==> src/rtl/rca_pkg.sv <==
// Shared definitions for the ripple-carry adder/subtractor.
//   RCA_DEFAULT_WIDTH : default operand/result width
//   OP_ADD / OP_SUB   : encodings of the add_sub_b operation select
package rca_pkg;

  localparam int   RCA_DEFAULT_WIDTH = 32;
  localparam logic OP_ADD            = 1'b0;
  localparam logic OP_SUB            = 1'b1;

endpackage : rca_pkg

==> src/rtl/full_adder.sv <==
// One-bit full-adder cell, purely combinational.
// Ports:
//   a, b : operand bits
//   cin  : carry in
//   sum  : a ^ b ^ cin
//   cout : majority(a, b, cin)
module full_adder (
  input  logic a,
  input  logic b,
  input  logic cin,
  output logic sum,
  output logic cout
);

  assign sum  = a ^ b ^ cin;
  assign cout = (a & b) | (a & cin) | (b & cin);

endmodule : full_adder

==> src/rtl/ripple_carry_adder.sv <==
// Parameterised two's-complement adder/subtractor built from an explicit
// chain of full_adder cells; the carry ripples from bit 0 up to the MSB.
// The combinational result is the primary output; a registered copy of the
// result and flags is provided for callers that need a timed output.
//
// Ports:
//   clk        : clock for the registered path (rising edge)
//   rst_n      : asynchronous active-low reset of the registered path only
//   add_sub_b  : 0 = in1 + in2, 1 = in1 - in2
//   in1, in2   : operands (raw bit vectors, BUS_WIDTH bits)
//   out        : combinational result, modulo 2^BUS_WIDTH
//   carry_out  : carry out of the MSB cell (for subtract: 1 = no borrow)
//   out_q      : out registered on each rising clk
//   carry_q    : carry_out registered on each rising clk
//   overflow   : signed overflow flag        (only with RCA_OVERFLOW_EN)
//   overflow_q : registered signed overflow  (only with RCA_OVERFLOW_EN)
//
// Optional feature macro: RCA_OVERFLOW_EN adds the overflow / overflow_q ports.
module ripple_carry_adder
  import rca_pkg::*;
#(
  parameter int BUS_WIDTH = RCA_DEFAULT_WIDTH  // legal range 2..64
) (
  input  logic                 clk,
  input  logic                 rst_n,
  input  logic                 add_sub_b,
  input  logic [BUS_WIDTH-1:0] in1,
  input  logic [BUS_WIDTH-1:0] in2,
  output logic [BUS_WIDTH-1:0] out,
  output logic                 carry_out,
  output logic [BUS_WIDTH-1:0] out_q,
`ifdef RCA_OVERFLOW_EN
  output logic                 carry_q,
  output logic                 overflow,
  output logic                 overflow_q
`else
  output logic                 carry_q
`endif
);

  // carry[i] is the carry into cell i; carry[BUS_WIDTH] leaves the MSB.
  logic [BUS_WIDTH:0]   carry;
  logic [BUS_WIDTH-1:0] b_sel;
  logic [BUS_WIDTH-1:0] sum;

  // Subtract as in1 + ~in2 + 1: invert B and inject the +1 as carry-in.
  assign b_sel    = (add_sub_b == OP_SUB) ? ~in2 : in2;
  assign carry[0] = add_sub_b;

  for (genvar i = 0; i < BUS_WIDTH; i++) begin : g_cell
    full_adder u_fa (
      .a    (in1[i]),
      .b    (b_sel[i]),
      .cin  (carry[i]),
      .sum  (sum[i]),
      .cout (carry[i+1])
    );
  end

  assign out       = sum;
  assign carry_out = carry[BUS_WIDTH];

`ifdef RCA_OVERFLOW_EN
  // Signed overflow: carry into the sign bit differs from carry out of it.
  assign overflow = carry[BUS_WIDTH] ^ carry[BUS_WIDTH-1];
`endif

  // ---- registered result stage ----
  always_ff @(posedge clk or negedge rst_n) begin
    if (!rst_n) begin
      out_q      <= '0;
      carry_q    <= 1'b0;
`ifdef RCA_OVERFLOW_EN
      overflow_q <= 1'b0;
`endif
    end else begin
      out_q      <= out;
      carry_q    <= carry_out;
`ifdef RCA_OVERFLOW_EN
      overflow_q <= overflow;
`endif
    end
  end

endmodule : ripple_carry_adder

==> config.mk <==
export PLATFORM = sky130hd
export DESIGN_NAME = ripple_carry_adder
export DESIGN_NICKNAME = d
export VERILOG_FILES = /design/src/rtl/rca_pkg.sv /design/src/rtl/full_adder.sv /design/src/rtl/ripple_carry_adder.sv
export SDC_FILE = /design/constraint.sdc
export NUM_CORES = 1
export LEC_CHECK = 0
export BUFFER_PORTS_ARGS = -buffer_cell sky130_fd_sc_hd__buf_4
export CORE_MARGIN = 2
export CORE_UTILIZATION = 23
export CTS_CLUSTER_DIAMETER = 150
export DETAILED_ROUTE_END_ITERATION = 7
export GPL_ROUTABILITY_DRIVEN = 1
export HOLD_SLACK_MARGIN = 0.1
export MAX_ROUTING_LAYER = met4
export PLACE_DENSITY_LB_ADDON = 0.12
export SYNTH_ARGS = -nofsm -noshare
export SYNTH_HDL_FRONTEND = slang
export SYNTH_SLANG_ARGS = --single-unit
==> constraint.sdc <==
create_clock -name clk -period 17.05 [get_ports clk]
set_input_delay 0.8525 -clock clk [delete_from_list [all_inputs] [get_ports clk]]
set_output_delay 0.8525 -clock clk [all_outputs]
set_load 0.02 [all_outputs]
# ---- After elaboration in Yosys (flattened, before gate mapping)
# Cells that the tools add are included.
dict set report op_classes {
  mux 1
  bitwise_logic 225
}
# op n
set ops {}
lappend ops {{AND 1 bit} 96}
lappend ops {{bitwise OR 1 bit} 64}
lappend ops {{XOR 1 bit} 64}
lappend ops {{two-way mux 32 bit} 1}
lappend ops {{inverter 32 bit} 1}
dict set report totals {
  word_cells 228
  inputBits 67
  out_inout_bits 66
  regBits 33
}

# ---- Longest topological paths before layout
# Gate-level depths: netlist (run 1).
dict set report depth {
  depth_word 98
  depth_mapped 37
  mapped_depth_nobuf 34
}

# ---- Hierarchy
# From an unflattened synthesis (run 1), not the netlist that was laid out.
dict set report hier_totals {
  hier_cells 101
  area_unflattened_um2 1818.0
}
# mod seq_area_each_um2 area_each_um2 cells_per_inst instances
set modules_own_cells {}
lappend modules_own_cells {ripple_carry_adder 825.8 1177.4 69 1}
lappend modules_own_cells {full_adder 0.0 20.0 1 32}

# ---- Worst setup path before layout (run 1)
# Ideal clock, no wire load.
dict set report synth_path {
  path_type {input to output}
  startpoint {in add_sub_b}
  endpoint {out out[31]}
  n_path_buf 3
  arrival_ns 13.432
  slack_ns 2.765
  cell_stages 37
  t_required_ns 16.197
  path_cell_list {buf_6 buf_12 xor2_1 fa_1 fa_1 inv_1 fa_1 fa_1 fa_1 fa_1 fa_1 fa_1 fa_1 fa_1 fa_1 fa_1 fa_1 fa_1 fa_1 fa_1 fa_1 fa_1 fa_1 fa_1 fa_1 fa_1 fa_1 fa_1 fa_1 fa_1 fa_1 fa_1 fa_1 fa_1 inv_1 fa_1 buf_4}
}
dict set report synth_between {
  elab_chain_len 95
  elab_cells_between_ends 158
  cone_classes {1 x mux; 157 x bitwise}
}
# item line_no
set synth_lines {}
lappend synth_lines {{start, declared} ripple_carry_adder.sv:26} ;# input logic add_sub_b,
lappend synth_lines {{two-way mux 32 bit} ripple_carry_adder.sv:47} ;# assign b_sel = (add_sub_b == OP_SUB) ? ~in2 : in2;
lappend synth_lines {{AND 1 bit} full_adder.sv:16} ;# assign cout = (a & b) | (a & cin) | (b & cin);
lappend synth_lines {{bitwise OR 1 bit (2 in series)} full_adder.sv:16}
lappend synth_lines {{AND 1 bit} full_adder.sv:16}
lappend synth_lines {{bitwise OR 1 bit (2 in series)} full_adder.sv:16}
lappend synth_lines {{AND 1 bit} full_adder.sv:16}
lappend synth_lines {{bitwise OR 1 bit (2 in series)} full_adder.sv:16}
lappend synth_lines {{AND 1 bit} full_adder.sv:16}
lappend synth_lines {{[... 72 more ...]} n/a}
lappend synth_lines {{bitwise OR 1 bit (2 in series)} full_adder.sv:16}
lappend synth_lines {{AND 1 bit} full_adder.sv:16}
lappend synth_lines {{bitwise OR 1 bit (2 in series)} full_adder.sv:16}
lappend synth_lines {{AND 1 bit} full_adder.sv:16}
lappend synth_lines {{bitwise OR 1 bit (2 in series)} full_adder.sv:16}
lappend synth_lines {{AND 1 bit} full_adder.sv:16}
lappend synth_lines {{bitwise OR 1 bit (2 in series)} full_adder.sv:16}
lappend synth_lines {{XOR 1 bit *} full_adder.sv:15} ;# assign sum = a ^ b ^ cin;
lappend synth_lines {{end, declared} ripple_carry_adder.sv:29} ;# output logic [BUS_WIDTH-1:0] out,
# Mark *: on every way between the ends. The rest lies on a longest branch, timed or not.

# ---- Worst setup path in the final report (run 1)
# Ends and elaborated chain as after synthesis.

==> summary.md, run 1 <==
| Metric | Value |
|---|---|
| Boundary Pins | 133 |
| Number of buffers created by CTS | 5 |
| Synth unique cells | 10 |
| Antenna violations before repair | 0 |
| Vias in the first global route | between 1k and 1.5k |
| RSZ-0062 raised after global routing | false |
| Die X | ~100 microns |
| Worst-margin pin slew | roughly 510 ps |
| DRC Markers | 0 |
| Fmax | between 0.06 and 0.07 GHz |
| Setup violators final | 0 |
| Dpl hpwl | roughly 4300 microns |
| Tcrit/Tclk final | 88.1% |
| Placed Cells | between 400 and 500 |
| GRT overflow | 0 |
| Final wirelength | approximately 5000 microns |
| Via count | between 1k and 1.5k |
| Max_slew headroom | around 66% |
| Worst vdd ir | roughly 0.000032 V |
| Tot Pwr | approximately 370 uW |
| Vias/cell | about 3.3 |
| Final Critical Period | about 15000 ps |
| Largest net degree at the start of global routing | 34 |
| CORE AREA | around 0.0096 sq mm |
| Row Count | 36 |
| Clock transition at the registers of the reported paths | about 70 ps |
| Routed len/inst | roughly 12 microns |
| Logic pwr share | a little over half |
| Synth top area share | 36.6% |
| Yosys Warn Count | 0 |
| Initial core utilization | between 20% and 30% |
| Total die area | around 0.011 sq mm |
| CTS H-tree lvls | 2 |
| Sequential-to-total area share from yosys stat | a little over a third |
| Sw frac | around two fifths |
| Avg Inst Size Synth | 11.8 sq um |
| Final Instance Count excl. Fillers | 428 |
| Post-route setup slack | slightly above 2000 ps |
| Crit path arrival time | about 14000 ps |
| CTS tree | done |
| Leading cell type in the layout, fill and taps excluded | buf_4 |
| Seq pwr share | between 20% and 30% |
| # Max-Cap Violations | 0 |
| Clock power frac | between 10% and 20% |
| Internal power | 223 uW |
| DRT iter0 DRCs | 18 |
| First-pass GRT wire length | 7090 microns |
| Max-slew violations | 0 |
| Setup Crit Path Kind | input pin to primary output |
| Outcome | finished clean |
| Clk sinks | 33 |
| Worst path required time | ~16000 ps |
| Syn Nets | about 290 |
| Most frequent CP cell | fa_1 |
| Postcts setup bufs | 0 |
| Area delta synth->final | 42.4% |
| Crit-path max cell delay | ~450 ps |
| DR pass1 iterations | 4 |
| Final Hold Fails | 0 |
| Worst hold path type | input pin to async pin |
| Cell leakage power | around 1.7 nW |
| DIE HEIGHT | between 100 and 150 microns |
| Pwr Density | 115 mW/mm^2 |
| Synth top area cells | dfrtp_1 (37%), fa_1 (27%), xnor2_1 (11%), buf_4 (11%), inv_1 (9.6%) |
| P_sw | roughly 150 uW |
| Pre-CTS WS | roughly 1900 ps |
| Fin util | between 30% and 40% |
| Antenna Cells | 0 |
| CTS Hold Bufs | 0 |
| CTS root buf | clkbuf_8 |
| Max FO, Critical Path | 32 |
| Synth area leader | dfrtp_1 |
| Critical Path End Type | primary output |
| Setup TNS | 0 ps |
| Post-synthesis cell count | 191 |
| Layout cells sized above 1 | a little under half |
| Post-Syn Area | between 0.002 and 0.0025 sq mm |
| Crit path launch type | input pin |
| IO buf count | about 130 |
| Most frequent cells in the layout | buf_4 (132), inv_1 (58), dfrtp_1 (33) |
| CTS Buffer Depth | 2 |
| Gr usage total | 9.46% |
| GPL Wtd Cong | between 0.7 and 0.8 |
| Post-cts resize count | 0 |
| Fin nets | roughly 400 |
| Post-DRT Antenna Nets | 0 |
| Worst path slowest cell | fa_1 |
| Seq cells post-synth | 33 |
==> layer usage <==
layer  vias to the layer above  share of wire (%)  track usage [%]
met4                         0               0.96             3.34
li1                        689                  -                -
met5                         -                  0                -
met3                         2                5.4             2.64
met1                       686                 38             10.6
met2                        55                 55             16.2
==> final timing paths <==
| kind | from | endpoint | slack, ps | depth (start not counted) |
|---|---|---|---|---|
| worst max-delay path | add_sub_b | out[31] | 2030 | 36 |
| max in group asynchronous | rst_n | out_q[20] | 16210 | 1 |
| min in group clk | in1[0] | out_q[0] | 770 | 2 |
| worst min-delay path | rst_n | out_q[30] | 520 | 1 |
==> worst max-delay path: cells and delay by family <==
kind / cells / cell delay [ps]
adders and majority gates: 31 / 12260
buffers and inverters: 4 / 740
muxes: 1 / 270
==> power by group through the flow <==
stage | Combinational, mW | Clock, mW | Sequential, mW
2_1_floorplan | 0.107 | 0 | 0.138
3_3_place_gp | 0.202 | 0 | 0.108
3_5_place_dp | 0.201 | 0 | 0.109
4_1_cts | 0.201 | 0.0707 | 0.107
5_1_grt | 0.215 | 0.0736 | 0.109
6_report | 0.197 | 0.0666 | 0.107
==> cells in the mapped netlist (all sizes together) <==
cell type and number:
buf 36, dfrtp 33, fa 31, inv 58, mux2 1, xnor2 28
xor2 4
==> stage by stage <==
step                instance area (sq um)  hold WS [ps]
global placement                     3110           840
finish                               3210           520
floorplan                            2260           557
global route                         3210           544
CTS                                  3210           532
detailed placement                   3110           845
==> flip-flops by register name, indices dropped and copies added (netlist names) <==
name / cells
carry_q: 1
out_q: 32
==> cell families (layout without fill, tap and decap cells) <==
| kind of cell | Yosys count | in the layout | synth area share [%] |
|---|---|---|---|
| DFF | 33 | 33 | 36.6 |
| muxes | 1 | 1 | 0.499 |
| buffers and inverters | 94 | 198 | 23.0 |
| adders and majority gates | 31 | 31 | 27.5 |
| xor gates and xnor gates | 32 | 32 | 12.4 |
==> cell type report <==
class                           count  area, sq um
Timing Repair Buffer              132          991
Sequential cell                    33          826
Fill cell                        1033         6420
Multi-Input combinational cell     64          912
Inverter                           58          218
Tap cell                          133          166
Clock inverter                      1         5.00
Clock buffer                        7         96.3
Power figures use the tool's default switching activity.
==> inputs of run 2 (changes only) <==
Settings changed: CORE_ASPECT_RATIO set to 0.8, GPL_ROUTABILITY_DRIVEN 1 to not set.
==> run 2 against run 1 <==
Final cell count decreased by 3.5%; maximum frequency grew 0.14%; setup slack better by 21 ps; total power up 6.6%; sequential power about the same; final area is 0.74% higher; global-route usage rose by 0.88 points; worst hold slack better by 7.4 ps; first-iteration DRC count up 50%; routed wire length increased by 3.9%; highest routed layer unchanged.
==> summary.md, run 2 (synthesis gave the netlist of run 1 again) <==
| Metric | Value |
|---|---|
| Worst hold slack | 528 ps (+7.44 ps) |
| DR pass1 iterations | 4 (unchanged) |
| Boundary Pins | 133 (unchanged) |
| Row Count | 32 (-11%) |
| Worst path required time | 16200 ps (about the same) |
| CTS tree | done |
| # Max-Cap Violations | 0 (unchanged) |
| Sw frac | 38.1% (-1.7 points) |
| Register area | 826 sq um (unchanged) |
| GRT overflow | 0 (unchanged) |
| IO buf count | 132 (unchanged) |
| DIE HEIGHT | 92.6 microns (-10%) |
| Crit-path max cell delay | 480 ps (+30 ps) |
| Crit path arrival time | 14140 ps (-20 ps) |
| Pwr Density | 122 mW/mm^2 (+5.8%) |
| Crit path launch type | input pin |
| Post-place instance area | 0.00310 sq mm (-0.56%) |
| Vias in the first global route | 1581 (+8.9%) |
| Worst path slowest cell | fa_1 |
| Logic pwr share | 50.3% (-2.9 points) |
| Clock transition at the registers of the reported paths | 60 ps (about the same) |
| CTS Buffer Depth | 2 (unchanged) |
| DRC Markers | 0 (unchanged) |
| CTS root buf | clkbuf_16 |
| Setup violators final | 0 (unchanged) |
| Fillers | 1019 (-1.4%) |
| P_sw | 151 uW (+2.1%) |
| Die X | 115 microns (+11%) |
| CORE AREA | 0.00961 sq mm (-0.31%) |
| Post-DRT Antenna Nets | 0 (unchanged) |
| Layout cells sized above 1 | 47.3% (-0.52 points) |
| Via count | 1429 (-0.21%) |
| Cell leakage power | 1.70 nW (+0.93%) |
| Final wirelength | 5220 microns (+3.9%) |
| Clock power frac | 22.6% (+4.6 points) |
| Top Registers | out_q (32), carry_q (1) |
| Final Instance Count excl. Fillers | 413 (-3.5%) |
| Post-cts resize count | 0 (unchanged) |
| Worst hold path type | input pin to async pin |
| Area delta synth->final | 43.5% |
| Most frequent CP cell | fa_1 |
| Worst-margin pin slew | 521 ps (+6.65 ps) |
| Antenna violations before repair | 0 (unchanged) |
| Setup Crit Path Kind | input pin to primary output |
| Setup TNS | 0 ps (unchanged) |
| Postcts setup bufs | 0 (unchanged) |
| GPL Wtd Cong | 0.758 (+6.8%) |
| Max-slew violations | 0 (unchanged) |
| Initial core utilization | 23.5% (+0.073 points) |
| Leading cell type in the layout, fill and taps excluded | buf_4 |
| Multi-input logic area | 912 sq um (unchanged) |
| Number of buffers created by CTS | 5 (unchanged) |
| Critical Path End Type | primary output |
| Tcrit/Tclk final | 88.0% (-0.12 points) |
| Antenna Cells | 0 (unchanged) |
| Seq pwr share | 27.1% (-1.8 points) |
| Fin area | 0.00324 sq mm (+0.74%) |
| Total die area | 0.0106 sq mm (about the same) |
| Placed Cells | 406 (-3.3%) |
| CTS Hold Bufs | 0 (unchanged) |
| Fin nets | 392 (unchanged) |
| CP delay by family, top | adder cells |
| First-pass GRT wire length | 8090 microns (+14%) |
| Vias/cell | 3.46 (+3.4%) |
| RSZ-0062 raised after global routing | false |
| Largest net degree at the start of global routing | 34 (unchanged) |
| Gr usage total | 10.3% (+0.88 points) |
| Max FO, Critical Path | 32 (unchanged) |
| Fmax | 0.0667 GHz (+0.14%) |
| Worst vdd ir | 0.0000284 V (-12%) |
| CTS H-tree lvls | 2 (unchanged) |
| Max reg flops | 32 (unchanged) |
| Dpl hpwl | 4460 microns (+4.8%) |
| Crit path buffers/inverters | 4 (unchanged) |
| Outcome | finished clean |
| Max_slew headroom | 65.3% (-0.44 points) |
| Final Hold Fails | 0 (unchanged) |
| Internal power | 245 uW (+9.5%) |
| Routed len/inst | 12.6 microns (+7.7%) |
| Clk sinks | 33 (unchanged) |
| Final Critical Period | 15000 ps (-21.1 ps) |
| Most frequent cells in the layout | buf_4 (132), inv_1 (58), dfrtp_1 (33) |
| Top reg by flops | out_q |
| DRT iter0 DRCs | 27 (+9) |
-- run 2: cell count changes in the layout (fill, tap and decap cells not counted) --
cell       change
clkbuf_16      +5
clkbuf_8       -6
clkinv_2       -1
clkbuf_1       +1
-- run 2: layout make-up --
type | count | share of cell area (%)
Multi-Input combinational cell | 64 | 28.2
Tap cell | 119 | 4.60
Inverter | 58 | 6.72
Clock buffer | 7 | 4.40
Sequential cell | 33 | 25.5
Timing Repair Buffer | 132 | 30.6
-- run 2: path summary, 6_finish.rpt --
check / startpoint / endpoint / slack, ps / depth (start not counted)
max in group asynchronous: rst_n / out_q[26] / 16200 / 1
setup / recovery: add_sub_b / out[31] / 2050 / 36
hold / removal: rst_n / out_q[10] / 530 / 1
min in group clk: in1[0] / out_q[0] / 790 / 2
-- run 2: through the flow --
step | power, mW | worst slack, ps | util (%)
floorplan | 0.245 | 2770 | -
global placement | 0.311 | 2040 | 32.2
detailed placement | 0.312 | 1950 | 32.2
CTS | 0.404 | 1920 | 33.7
global route | 0.421 | 1500 | 33.7
finish | 0.395 | 2050 | 33.7
-- run 2: per-layer routing --
layer	vias to the layer above	track usage (%)	share of wire [%]
met5	-	-	0
met4	0	3.01	0.82
met3	2	2.09	4.6
met2	47	17.1	53
met1	694	12.9	42
li1	686	-	-
-- run 2: power groups by stage --
stage               clock, mW  sequential [mW]  combinational [mW]
floorplan                   0            0.138               0.107
global placement            0            0.108               0.203
detailed placement          0            0.109               0.203
CTS                    0.0928            0.107               0.203
global route           0.0963            0.109               0.216
finish                 0.0892            0.107               0.199
==> inputs of run 3 (changes only) <==
Settings changed: BUFFER_PORTS_ARGS -buffer_cell sky130_fd_sc_hd__buf_4 to -buffer_cell sky130_fd_sc_hd__buf_2.
==> run 3 against run 2 <==
Count of clock-buffer cells in the layout stayed put; utilization fell by 3.2 points; clock power up 8.2%; final area is 9.5% lower; maximum frequency about the same; sequential share of layout area increased by 2.7 points; non-clock buffer count increased by 1; worst hold slack gained 130 ps; via count up 0.63%; critical path depth is the same; final cell count increased by 0.48%; sequential power about the same.
==> summary.md, run 3 (synthesis gave the netlist of run 1 again) <==
| Metric | Value |
|---|---|
| Postcts setup bufs | 0 (unchanged) |
| CTS Hold Bufs | 0 (unchanged) |
| Final Hold Fails | 0 (unchanged) |
| Worst vdd ir | 0.0000329 V (+16%) |
| Boundary Pins | 133 (unchanged) |
| Area delta synth->final | 29.8% |
| Via count | 1438 (+0.63%) |
| Top reg by flops | out_q |
| Vias in the first global route | 1610 (+1.8%) |
| Crit path arrival time | 14150 ps (about the same) |
| Post-cts resize count | 0 (unchanged) |
| Vias/cell | 3.47 (+0.14%) |
| Most frequent CP cell | fa_1 |
| Crit path launch type | input pin |
| Placed Cells | 407 (+0.25%) |
| Fin nets | 393 (+0.26%) |
| Dpl hpwl | 4360 microns (-2.2%) |
| Worst path slowest cell | buf_2 |
| Largest net degree at the start of global routing | 34 (unchanged) |
| Cell leakage power | 1.60 nW (-5.9%) |
| Max-slew violations | 0 (unchanged) |
| Max FO, Critical Path | 21 (-34%) |
| Final wirelength | 5060 microns (-3.2%) |
| Setup Crit Path Kind | input pin to primary output |
| DRT iter0 DRCs | 26 (-3.7%) |
| Crit-path max cell delay | 470 ps (about the same) |
| Top Registers | out_q (32), carry_q (1) |
| DR pass1 iterations | 4 (unchanged) |
| CTS tree | done |
| Layout cells sized above 1 | 48.0% (+0.69 points) |
| Antenna violations before repair | 0 (unchanged) |
| Antenna Cells | 0 (unchanged) |
| Final Instance Count excl. Fillers | 415 (+0.48%) |
| Routed len/inst | 12.2 microns (-3.6%) |
| Die X | 115 microns (unchanged) |
| Setup violators final | 0 (unchanged) |
| Leading cell type in the layout, fill and taps excluded | buf_2 |
| Final Critical Period | 15000 ps (+6.06 ps) |
| Fmax | 0.0667 GHz (about the same) |
| Worst-margin pin slew | 779 ps (+257 ps) |
| Max_slew headroom | 48.1% (-17 points) |
| CTS root buf | clkbuf_16 |
| GPL Wtd Cong | 0.741 (-2.2%) |
| CORE AREA | 0.00961 sq mm (unchanged) |
| Post-DRT Antenna Nets | 0 (unchanged) |
| Gr usage total | 10.1% (-0.22 points) |
| Number of buffers created by CTS | 5 (unchanged) |
| Row Count | 32 (unchanged) |
| Total die area | 0.0106 sq mm (unchanged) |
| Most frequent cells in the layout | buf_2 (132), inv_1 (58), dfrtp_1 (33) |
| Worst hold path type | input pin to async pin |
| Tcrit/Tclk final | 88.0% (about the same) |
| Worst path required time | 16200 ps (about the same) |
| Critical Path End Type | primary output |
| CTS H-tree lvls | 2 (unchanged) |
| GRT overflow | 0 (unchanged) |
| Pwr Density | 126 mW/mm^2 (+3.5%) |
| Initial core utilization | 23.5% (unchanged) |
| CTS Buffer Depth | 2 (unchanged) |
| # Max-Cap Violations | 0 (unchanged) |
| Max reg flops | 32 (unchanged) |
| Setup TNS | 0 ps (unchanged) |
| DRC Markers | 0 (unchanged) |
| Clock transition at the registers of the reported paths | 60 ps (about the same) |
| Outcome | finished clean |
| Clk sinks | 33 (unchanged) |
| IO buf count | 132 (unchanged) |
| First-pass GRT wire length | 8000 microns (-1.2%) |
| DIE HEIGHT | 92.6 microns (unchanged) |
| RSZ-0062 raised after global routing | false |
run 3: cell count changes in the layout (fill, tap and decap cells not counted):
| cell | change |
|---|---|
| clkbuf_1 | -1 |
| buf_2 | +132 |
| clkinv_2 | +1 |
| clkbuf_8 | +1 |
| buf_4 | -131 |
run 3: worst max-delay path, delay by kind of cell:
family	cells	cell delay [ps]
adder cells (fa/ha/maj)	31	12220
buffers and inverters	4	770
multiplexers	1	290
run 3: worst paths after layout:
check / from / endpoint / slack (ps) / depth (start not counted)
setup / recovery: add_sub_b / out[31] / 2050 / 36
max in group asynchronous: rst_n / out_q[1] / 15900 / 1
min in group clk: in1[0] / out_q[0] / 790 / 2
hold / removal: rst_n / out_q[10] / 650 / 1
run 3: power breakdown:
part | internal [mW] | leakage (nW) | total [mW] | switching, mW
Clock | 0.0619 | 0.0799 | 0.0965 | 0.0346
Combinational | 0.0571 | 1.14 | 0.168 | 0.111
Sequential | 0.101 | 0.385 | 0.105 | 0.00460
run 3: through the flow:
| step | worst slack, ps | area [sq um] | hold WS [ps] | utilization [%] | power (mW) |
|---|---|---|---|---|---|
| 2_1_floorplan | 2770 | 2260 | 557 | - | 0.245 |
| 5_1_grt | 1480 | 2930 | 720 | 30.5 | 0.397 |
| 4_1_cts | 1890 | 2930 | 694 | 30.5 | 0.378 |
| 3_5_place_dp | 1910 | 2770 | 993 | 28.9 | 0.279 |
| 6_report | 2050 | 2930 | 654 | 30.5 | 0.370 |
| 3_3_place_gp | 2010 | 2770 | 990 | 28.9 | 0.279 |
run 3: per-layer routing:
layer,global-route usage [%],up-vias,part of all wire (%)
met2,16.2,54,51
met4,3.31,0,0.69
met5,-,-,0
li1,-,689,-
met1,12.9,691,43
met3,2.09,4,5.3
run 3: final cells by class:
type,instances,area (sq um)
repair buffers,133,668
fillers,1058,6680
flip-flops and latches,33,826
inverters,58,218
well taps,119,149
multi-input cells,64,912
clock buffers,7,153
clock inverters,1,5.00
